===== config.mk =====
export PLATFORM = sky130hd
export DESIGN_NAME = lifo_stack
export DESIGN_NICKNAME = d
export VERILOG_FILES = /design/src/rtl/stack_pkg.sv /design/src/rtl/stack_regfile.sv /design/src/rtl/lifo_stack.sv
export SDC_FILE = /design/constraint.sdc
export NUM_CORES = 1
export LEC_CHECK = 0
export CORE_MARGIN = 8
export CORE_UTILIZATION = 50
export DETAILED_ROUTE_END_ITERATION = 8
export PLACE_DENSITY = 0.69
export SYNTH_ARGS = -nofsm -noshare
export SYNTH_HDL_FRONTEND = slang
export SYNTH_SLANG_ARGS = --single-unit

===== constraint.sdc =====
create_clock -name clk -period 7.35 [get_ports clk]
set_input_delay 1.1025 -clock clk [delete_from_list [all_inputs] [get_ports clk]]
set_output_delay 1.1025 -clock clk [all_outputs]
set_load 0.05 [all_outputs]

===== src/rtl/stack_pkg.sv =====
// Shared definitions for the LIFO stack: operation encoding and count sizing.
package stack_pkg;

  localparam logic [2:0] OP_IDLE    = 3'd0;
  localparam logic [2:0] OP_PUSH    = 3'd1;
  localparam logic [2:0] OP_POP     = 3'd2;
  localparam logic [2:0] OP_REPLACE = 3'd3;
  localparam logic [2:0] OP_BYPASS  = 3'd4;

  // Bits needed to hold an occupancy of 0..depth inclusive.
  function automatic int count_width(input int depth);
    return $clog2(depth + 1);
  endfunction

endpackage


===== src/rtl/stack_regfile.sv =====
// Stack storage: one synchronous write port, two asynchronous read ports.
module stack_regfile #(
  parameter int DATA_WIDTH = 8,
  parameter int DEPTH      = 16,
  parameter int ADDR_W     = 5
) (
  input  logic                  clk,
  input  logic                  we,
  input  logic [ADDR_W-1:0]     waddr,
  input  logic [DATA_WIDTH-1:0] wdata,
  input  logic [ADDR_W-1:0]     raddr_top,
  output logic [DATA_WIDTH-1:0] rdata_top,
  input  logic [ADDR_W-1:0]     raddr_pop,
  output logic [DATA_WIDTH-1:0] rdata_pop
);

  localparam int IDX_W = $clog2(DEPTH);

  logic [DATA_WIDTH-1:0] mem_q [DEPTH];

  // Storage write; out-of-range addresses are dropped, contents are never reset
  always_ff @(posedge clk) begin
    if (we && (waddr < ADDR_W'(DEPTH))) begin
      mem_q[waddr[IDX_W-1:0]] <= wdata;
    end
  end

  assign rdata_top = (raddr_top < ADDR_W'(DEPTH)) ? mem_q[raddr_top[IDX_W-1:0]]
                                                  : {DATA_WIDTH{1'b0}};
  assign rdata_pop = (raddr_pop < ADDR_W'(DEPTH)) ? mem_q[raddr_pop[IDX_W-1:0]]
                                                  : {DATA_WIDTH{1'b0}};

endmodule


===== src/rtl/lifo_stack.sv =====
// Parametrised LIFO stack with peek, replace-top, bypass and sticky error flags.
module lifo_stack
  import stack_pkg::*;
#(
  parameter int DATA_WIDTH = 8,
  parameter int DEPTH      = 16,
  parameter int CNT_W      = count_width(DEPTH)
) (
  input  logic                  clk,
  input  logic                  reset,
  input  logic                  push,
  input  logic                  pop,
  input  logic [DATA_WIDTH-1:0] data_in,
  input  logic                  error_clr,
  output logic [DATA_WIDTH-1:0] data_out,
  output logic                  data_valid,
  output logic [DATA_WIDTH-1:0] top,
  output logic [CNT_W-1:0]      count,
  output logic                  empty,
  output logic                  full,
  output logic                  overflow,
  output logic                  underflow
);

  logic [CNT_W-1:0]      count_q, count_d;
  logic [DATA_WIDTH-1:0] data_out_q, data_out_d;
  logic                  data_valid_q, data_valid_d;
  logic                  empty_q, empty_d;
  logic                  full_q, full_d;
  logic                  overflow_q, overflow_d;
  logic                  underflow_q, underflow_d;

  logic [2:0]            op_s;
  logic                  we_s;
  logic [CNT_W-1:0]      waddr_s;
  logic [CNT_W-1:0]      top_idx_s;
  logic [DATA_WIDTH-1:0] rd_top_s;
  logic [DATA_WIDTH-1:0] rd_pop_s;

  assign top_idx_s = count_q - CNT_W'(1);

  stack_regfile #(
    .DATA_WIDTH (DATA_WIDTH),
    .DEPTH      (DEPTH),
    .ADDR_W     (CNT_W)
  ) u_regfile (
    .clk        (clk),
    .we         (we_s && !reset),
    .waddr      (waddr_s),
    .wdata      (data_in),
    .raddr_top  (top_idx_s),
    .rdata_top  (rd_top_s),
    .raddr_pop  (top_idx_s),
    .rdata_pop  (rd_pop_s)
  );

  // Operation decode; push+pop splits on emptiness into replace-top or bypass
  always_comb begin
    op_s = OP_IDLE;
    case ({push, pop})
      2'b10:   op_s = OP_PUSH;
      2'b01:   op_s = OP_POP;
      2'b11:   op_s = empty_q ? OP_BYPASS : OP_REPLACE;
      default: op_s = OP_IDLE;
    endcase
  end

  // Next-state: rejected ops only raise an error flag, and a new error beats error_clr
  always_comb begin
    count_d      = count_q;
    data_out_d   = data_out_q;
    data_valid_d = 1'b0;
    overflow_d   = overflow_q  && !error_clr;
    underflow_d  = underflow_q && !error_clr;
    we_s         = 1'b0;
    waddr_s      = count_q;
    case (op_s)
      OP_PUSH: begin
        if (full_q) begin
          overflow_d = 1'b1;
        end else begin
          we_s    = 1'b1;
          count_d = count_q + CNT_W'(1);
        end
      end
      OP_POP: begin
        if (empty_q) begin
          underflow_d = 1'b1;
        end else begin
          data_out_d   = rd_pop_s;
          data_valid_d = 1'b1;
          count_d      = count_q - CNT_W'(1);
        end
      end
      OP_REPLACE: begin
        data_out_d   = rd_pop_s;
        data_valid_d = 1'b1;
        we_s         = 1'b1;
        waddr_s      = top_idx_s;
      end
      OP_BYPASS: begin
        data_out_d   = data_in;
        data_valid_d = 1'b1;
      end
      default: begin
        data_valid_d = 1'b0;
      end
    endcase
    empty_d = (count_d == {CNT_W{1'b0}});
    full_d  = (count_d == CNT_W'(DEPTH));
  end

  // State registers with synchronous reset
  always_ff @(posedge clk) begin
    if (reset) begin
      count_q      <= {CNT_W{1'b0}};
      data_out_q   <= {DATA_WIDTH{1'b0}};
      data_valid_q <= 1'b0;
      empty_q      <= 1'b1;
      full_q       <= 1'b0;
      overflow_q   <= 1'b0;
      underflow_q  <= 1'b0;
    end else begin
      count_q      <= count_d;
      data_out_q   <= data_out_d;
      data_valid_q <= data_valid_d;
      empty_q      <= empty_d;
      full_q       <= full_d;
      overflow_q   <= overflow_d;
      underflow_q  <= underflow_d;
    end
  end

  assign data_out   = data_out_q;
  assign data_valid = data_valid_q;
  assign top        = empty_q ? {DATA_WIDTH{1'b0}} : rd_top_s;
  assign count      = count_q;
  assign empty      = empty_q;
  assign full       = full_q;
  assign overflow   = overflow_q;
  assign underflow  = underflow_q;

endmodule


# Word-level counts from Yosys, hierarchy flattened
# Memories as Yosys holds them, arrays and structs flattened.
# Cells that the tools add are included.
word_totals:
  register_bits: 18
  ram_bits: 128
  in_bits: 13
  wordCells: 51
  n_memories: 1
op_classes:
  addsub: 2
  n_lt_le_gt_ge: 2
  n_eq_ne: 9
  n_mux: 20
  reduce_logical: 10
mem_list:
  columns: ["memory", "depth", "width", "rd", "rd_ports_with_merged_regs", "wr", "line", "source"]
  rows:
  - ["u_regfile.mem_q", 16, 8, 1, 0, 1, "stack_regfile.sv:19", "logic [DATA_WIDTH-1:0] mem_q [DEPTH];"]
op_table:
  columns: ["op", "count"]
  rows:
  - ["$mux 8", 3]
  - ["$pmux 8 s3", 1]
  - ["$mux 5", 3]
  - ["$lt 5x5->1 const B", 2]
  - ["$pmux 5 s2", 1]
  - ["$pmux 3 s3", 1]
  - ["$mux 1", 8]
  - ["$eq 3x2->1 const B", 2]
  - ["$add 5x1->5 const B", 1]
  - ["$eq 5x5->1 const B", 1]
  - ["$logic_not 5->1", 1]
  - ["$sub 5x1->5 const B", 1]
  - ["$eq 2x2->1 const B", 2]
  - ["$logic_and 1x1->1", 4]
  - ["$pmux 1 s2", 2]
  - ["$eq 3x1->1 const B", 1]
  - ["$eq 3x3->1 const B", 1]
  - ["$mux 3", 1]
  - ["$reduce_bool 3->1", 1]
  - ["$eq 2x1->1 const B", 1]
  - ["$logic_not 1->1", 2]
  - ["$ne 2x2->1 const B", 1]
  - ["$reduce_and 2->1", 1]
  - ["$reduce_or 2->1", 1]

# Logic depth before layout (Yosys ltp)
depth:
  word_depth: 8
  mapped_depth: 10
  depth_no_buf: 7

# By module
# From an unflattened synthesis, not the netlist that was laid out.
hier_totals:
  cells_unflattened: 468
  hier_area_um2: 7528.5
by_module_without_submodules:
  columns: ["mod", "instances", "cells_each", "area_per_inst_um2", "seq_area_each_um2"]
  rows:
  - ["stack_regfile", 1, 315, 6212.2, 3843.7]
  - ["lifo_stack", 1, 153, 1316.3, 360.3]

# Worst setup path after synthesis
# No wires, ideal clock.
synth_timing:
  kind: "flip-flop to output port"
  start: "reg count_q[0], in the netlist count[0]"
  end: "out top[0]"
  t_arrival_ps: 3063
  required_time_ps: 6247
  setup_slack_ps: 3184
  path_stages_with_launch: 10
  path_cell_list: "dfxtp_1 inv_1 ha_1 buf_4 xor2_1 clkbuf_1 a2111oi_0 nor4_1 nand2_1 a21oi_1"
synth_between:
  elab_chain_len: 4
  word_cells_on_any_way: 5
synth_lines:
  columns: ["item", "line", "source"]
  rows:
  - ["start, declared", "lifo_stack.sv:25", "logic [CNT_W-1:0] count_q, count_d;"]
  - ["start signal, assigned", "lifo_stack.sv:116", "count_q <= {CNT_W{1'b0}};"]
  - ["start signal, assigned", "lifo_stack.sv:124", "count_q <= count_d;"]
  - ["$sub 5x1->5 *", "lifo_stack.sv:40", "assign top_idx_s = count_q - CNT_W'(1);"]
  - ["$mem_v2 16x8 / $lt 5x5->1 (equally long branches)", null, null]
  - ["$mux 8 *", "stack_regfile.sv:28", "assign rdata_top = (raddr_top < ADDR_W'(DEPTH)) ? mem_q[raddr_top[IDX_W-1:0]]"]
  - ["$mux 8 *", "lifo_stack.sv:136", "assign top = empty_q ? {DATA_WIDTH{1'b0}} : rd_top_s;"]
  - ["end, declared", "lifo_stack.sv:17", "output logic [DATA_WIDTH-1:0] top,"]
# Every way passes the cells marked *; elsewhere a longest branch is shown, timed or not.

# Final worst setup path
# Same ends and word-level chain as after synthesis.

==> flow_summary.toml <==
[floorplan]
die-area_um2 = 17600
start_util_pct = 51.2
io_pins = 39
rows = 42
die_y_um = 133
core-area_um2 = 13300
die_x_um = 133

[timing]
fin_crit_ns = 5.65
period_share_pct = 76.9
fmax_ghz = 0.177
worst_pin_slew_ns = 1.04
holdWs_ns = 0.476
finalSetupTns_ns = 0
setup_violations = 0
rsz0062_at_grt = "no"
slew_headroom_pct = 30.1
finalMaxSlewViolations = 0
hold_violations = 0
finClkSkew_ns = 0.00630

[layout]
regArea_um2 = 4210
multi_input_area_um2 = 2340
final_nets = 585
diodes = 0
drive_above_1_share_pct = 9.52
area_delta_synth_final_pct = 14.6
fill_cells = 1070

[synth]
synth-seq-cells = 146
synth.avg_cell_area_um2 = 12.5
synthesis.area_um2 = 6810
synth_top_cell_area_share_pct = 56.5
synth.most_common_cell = "edfxtp_1"
netlist_top_cells_count = "edfxtp_1, nor2b_1, and3_1, a2111oi_0, mux2i_1"
yosys.area_share.simple_pct = 17.4
synth_top_cell_by_area = "edfxtp_1"
synthMuxAreaShare_pct = 4.71
synth_xor_area_share_pct = 1.03
synth_compound_area_share_pct = 9.96
yosysWarnings = 0
synthArstFlopShare_pct = 0
synth_seq_area_share_pct = 61.8
synth-main-ff-cell = "edfxtp_1"
synth_fa_ha_area_share_pct = 1.10
ys_types = 54
synth_fp_nets = 564
synth_area_leaders = "edfxtp_1, dfxtp_1, mux2i_1"
synth-edff-count = 128
syn_inst = 545
synth_top_family_by_area = "simple AND/OR/NAND/NOR gates"

[clock_tree]
cts_max_level = 4
path_clk_slew_ns = 0.06
clock_path_buffers = 2
cts-root-buf = "clkbuf_16"
postCtsResizedCells = 0
postCtsSetupBuffers = 0
cts_made_buffers = 17
insertion_delay_ns = 0.42
cts_tree = "yes"
clock-sinks = 146
cts_hold_buf = 0

[power]
clkPwrFrac_pct = 38.8
switching_share_pct = 27.8
comb_power_share_pct = 14.5
p_int_mw = 1.44
switchingPower_uw = 554
ir_drop_v = 0.000204
power.total_mw = 1.99
p_seq_share_pct = 46.7
p_leak_nw = 2.54
p_per_area_nw_per_um2 = 255

[worst_setup_path]
start_kind = "register"
crit_type = "register to primary output"
cp_top_family = "buffers and inverters"
crit_chain = "inv_1 -> ha_1 -> buf_4 -> a2111oi_0 -> nor4_1 -> nand2_1 -> a21oi_1 -> clkdlybuf4s50_1"
crit_arrival_ns = 4.55
cp-startpoint = "count[0]$_SDFF_PP0_"
critPathRequiredTime_ns = 6.25
worst_path_max_delay_cell = "ha_1"
path_max_fanout = 51
reg2reg_from = "count[0]$_SDFF_PP0_"
cp-end-kind = "primary output"
worst-path-buf-inv = 3
slowest_delay_ns = 0.86

[grt]
overflow = 0
antenna_found_initial = 0
grt_use_total_pct = 18.3
grt_pass1_wl_um = 24700
gr-usage-met3_pct = 5.26
use_met2_pct = 26.8
grt_pass1_vias = 4295
grt_max_degree = 59
gr-usage-met1_pct = 24.8
grt-busiest-layer = "met2"

[route]
via_per_inst = 6.09
wl_per_cell_um = 21.2
drt_wl_total_um = 16000
drt-initial-drc-count = 476
drt-pass1-iter-count = 5
drtAntennaViolNets = 0
vias = 4593
drc = 0

[placed_design]
port_buffers = 38
place_congestion = 0.852
dp_hpwl_um = 10300

[run]
cap_violations = 0

[worst_hold_path]
holdCritStartpoint = "overflow$_SDFF_PP0_"
min_path_type = "register to register"

[run_status]
status = "completed"
==> per-layer routing <==
metal | share of wire, % | vias up
li1 | - | 2146
met1 | 45 | 2254
met2 | 45 | 171
met3 | 7.6 | 22
met4 | 2.3 | 0
met5 | 0 | -
==> registers in the layout (all words and copies together), names as in the netlist <==
name / cells
count: 5
overflow: 1
empty: 1
data_out: 8
u_regfile.mem_q: 128
full: 1
underflow: 1
data_valid: 1
==> power groups by stage <==
stage	combinational (mW)	sequential [mW]	clock [mW]
floorplan	0.173	0.965	0
global placement	0.283	0.947	0
detailed placement	0.286	0.947	0
CTS	0.287	0.930	0.788
global route	0.312	0.932	0.820
finish	0.289	0.930	0.773
==> kinds of logic (layout without fill, tap and decap cells) <==
kind of cell	Yosys count	after routing
buffers and inverters	60	93
multiplexers	32	32
AO/OA/AOI/OAI	90	90
XOR/XNOR	8	8
flip-flops	146	146
AND/OR/NAND/NOR	203	203
adder cells (fa/ha/maj)	6	6
==> worst min-delay path, cell delays in order (launching register included) <==
cell and delay [ns]:
dfxtp_1 0.31, nand2b_1 0.06, a21oi_1 0.06
==> final timing paths <==
| check | slack [ns] | cells after the start | endpoint |
|---|---|---|---|
| setup / recovery | 1.70 | 8 | top[0] |
| setup reg to reg | 3.37 | 6 | u_regfile.mem_q[2][3]$_DFFE_PP_ |
| hold reg to reg | 0.48 | 2 | overflow$_SDFF_PP0_ |
| hold / removal | 0.48 | 2 | overflow$_SDFF_PP0_ |
==> per-stage QoR <==
| stage | cells | area (um^2) | setup WS, ns | utilization (%) |
|---|---|---|---|---|
| floorplan | 545 | 6810 | 3.18 | - |
| global placement | 723 | 7270 | 2.31 | 54.6 |
| detailed placement | 723 | 7270 | 2.21 | 54.6 |
| CTS | 754 | 7800 | 1.74 | 58.7 |
| global route | 754 | 7800 | 1.50 | 58.7 |
| finish | 754 | 7800 | 1.70 | 58.7 |
==> layout by cell type, fill, tap and decap left out, drive strengths merged, types with 8 or more instances in the layout <==
| cell | instances |
|---|---|
| edfxtp | 128 |
| nor2b | 40 |
| clkdlybuf4s50 | 38 |
| and3 | 34 |
| mux2i | 32 |
| a2111oi | 32 |
| nor2 | 29 |
| nand2 | 22 |
| inv | 20 |
| nand3 | 18 |
| dfxtp | 18 |
| clkbuf | 17 |
| nor4 | 17 |
| nor3 | 14 |
| a21oi | 13 |
| a31oi | 11 |
| clkinv | 10 |
| nand4 | 9 |
| o221ai | 8 |
==> cell type report <==
class                           count  area share [%]
Clock buffer                       17            5.45
Clock inverter                     14            1.41
Inverter                           17           0.818
Multi-Input combinational cell    339            30.0
Sequential cell                   146            53.9
Tap cell                          176            2.82
Timing Repair Buffer               45            5.55
Power figures use the tool's default switching activity.
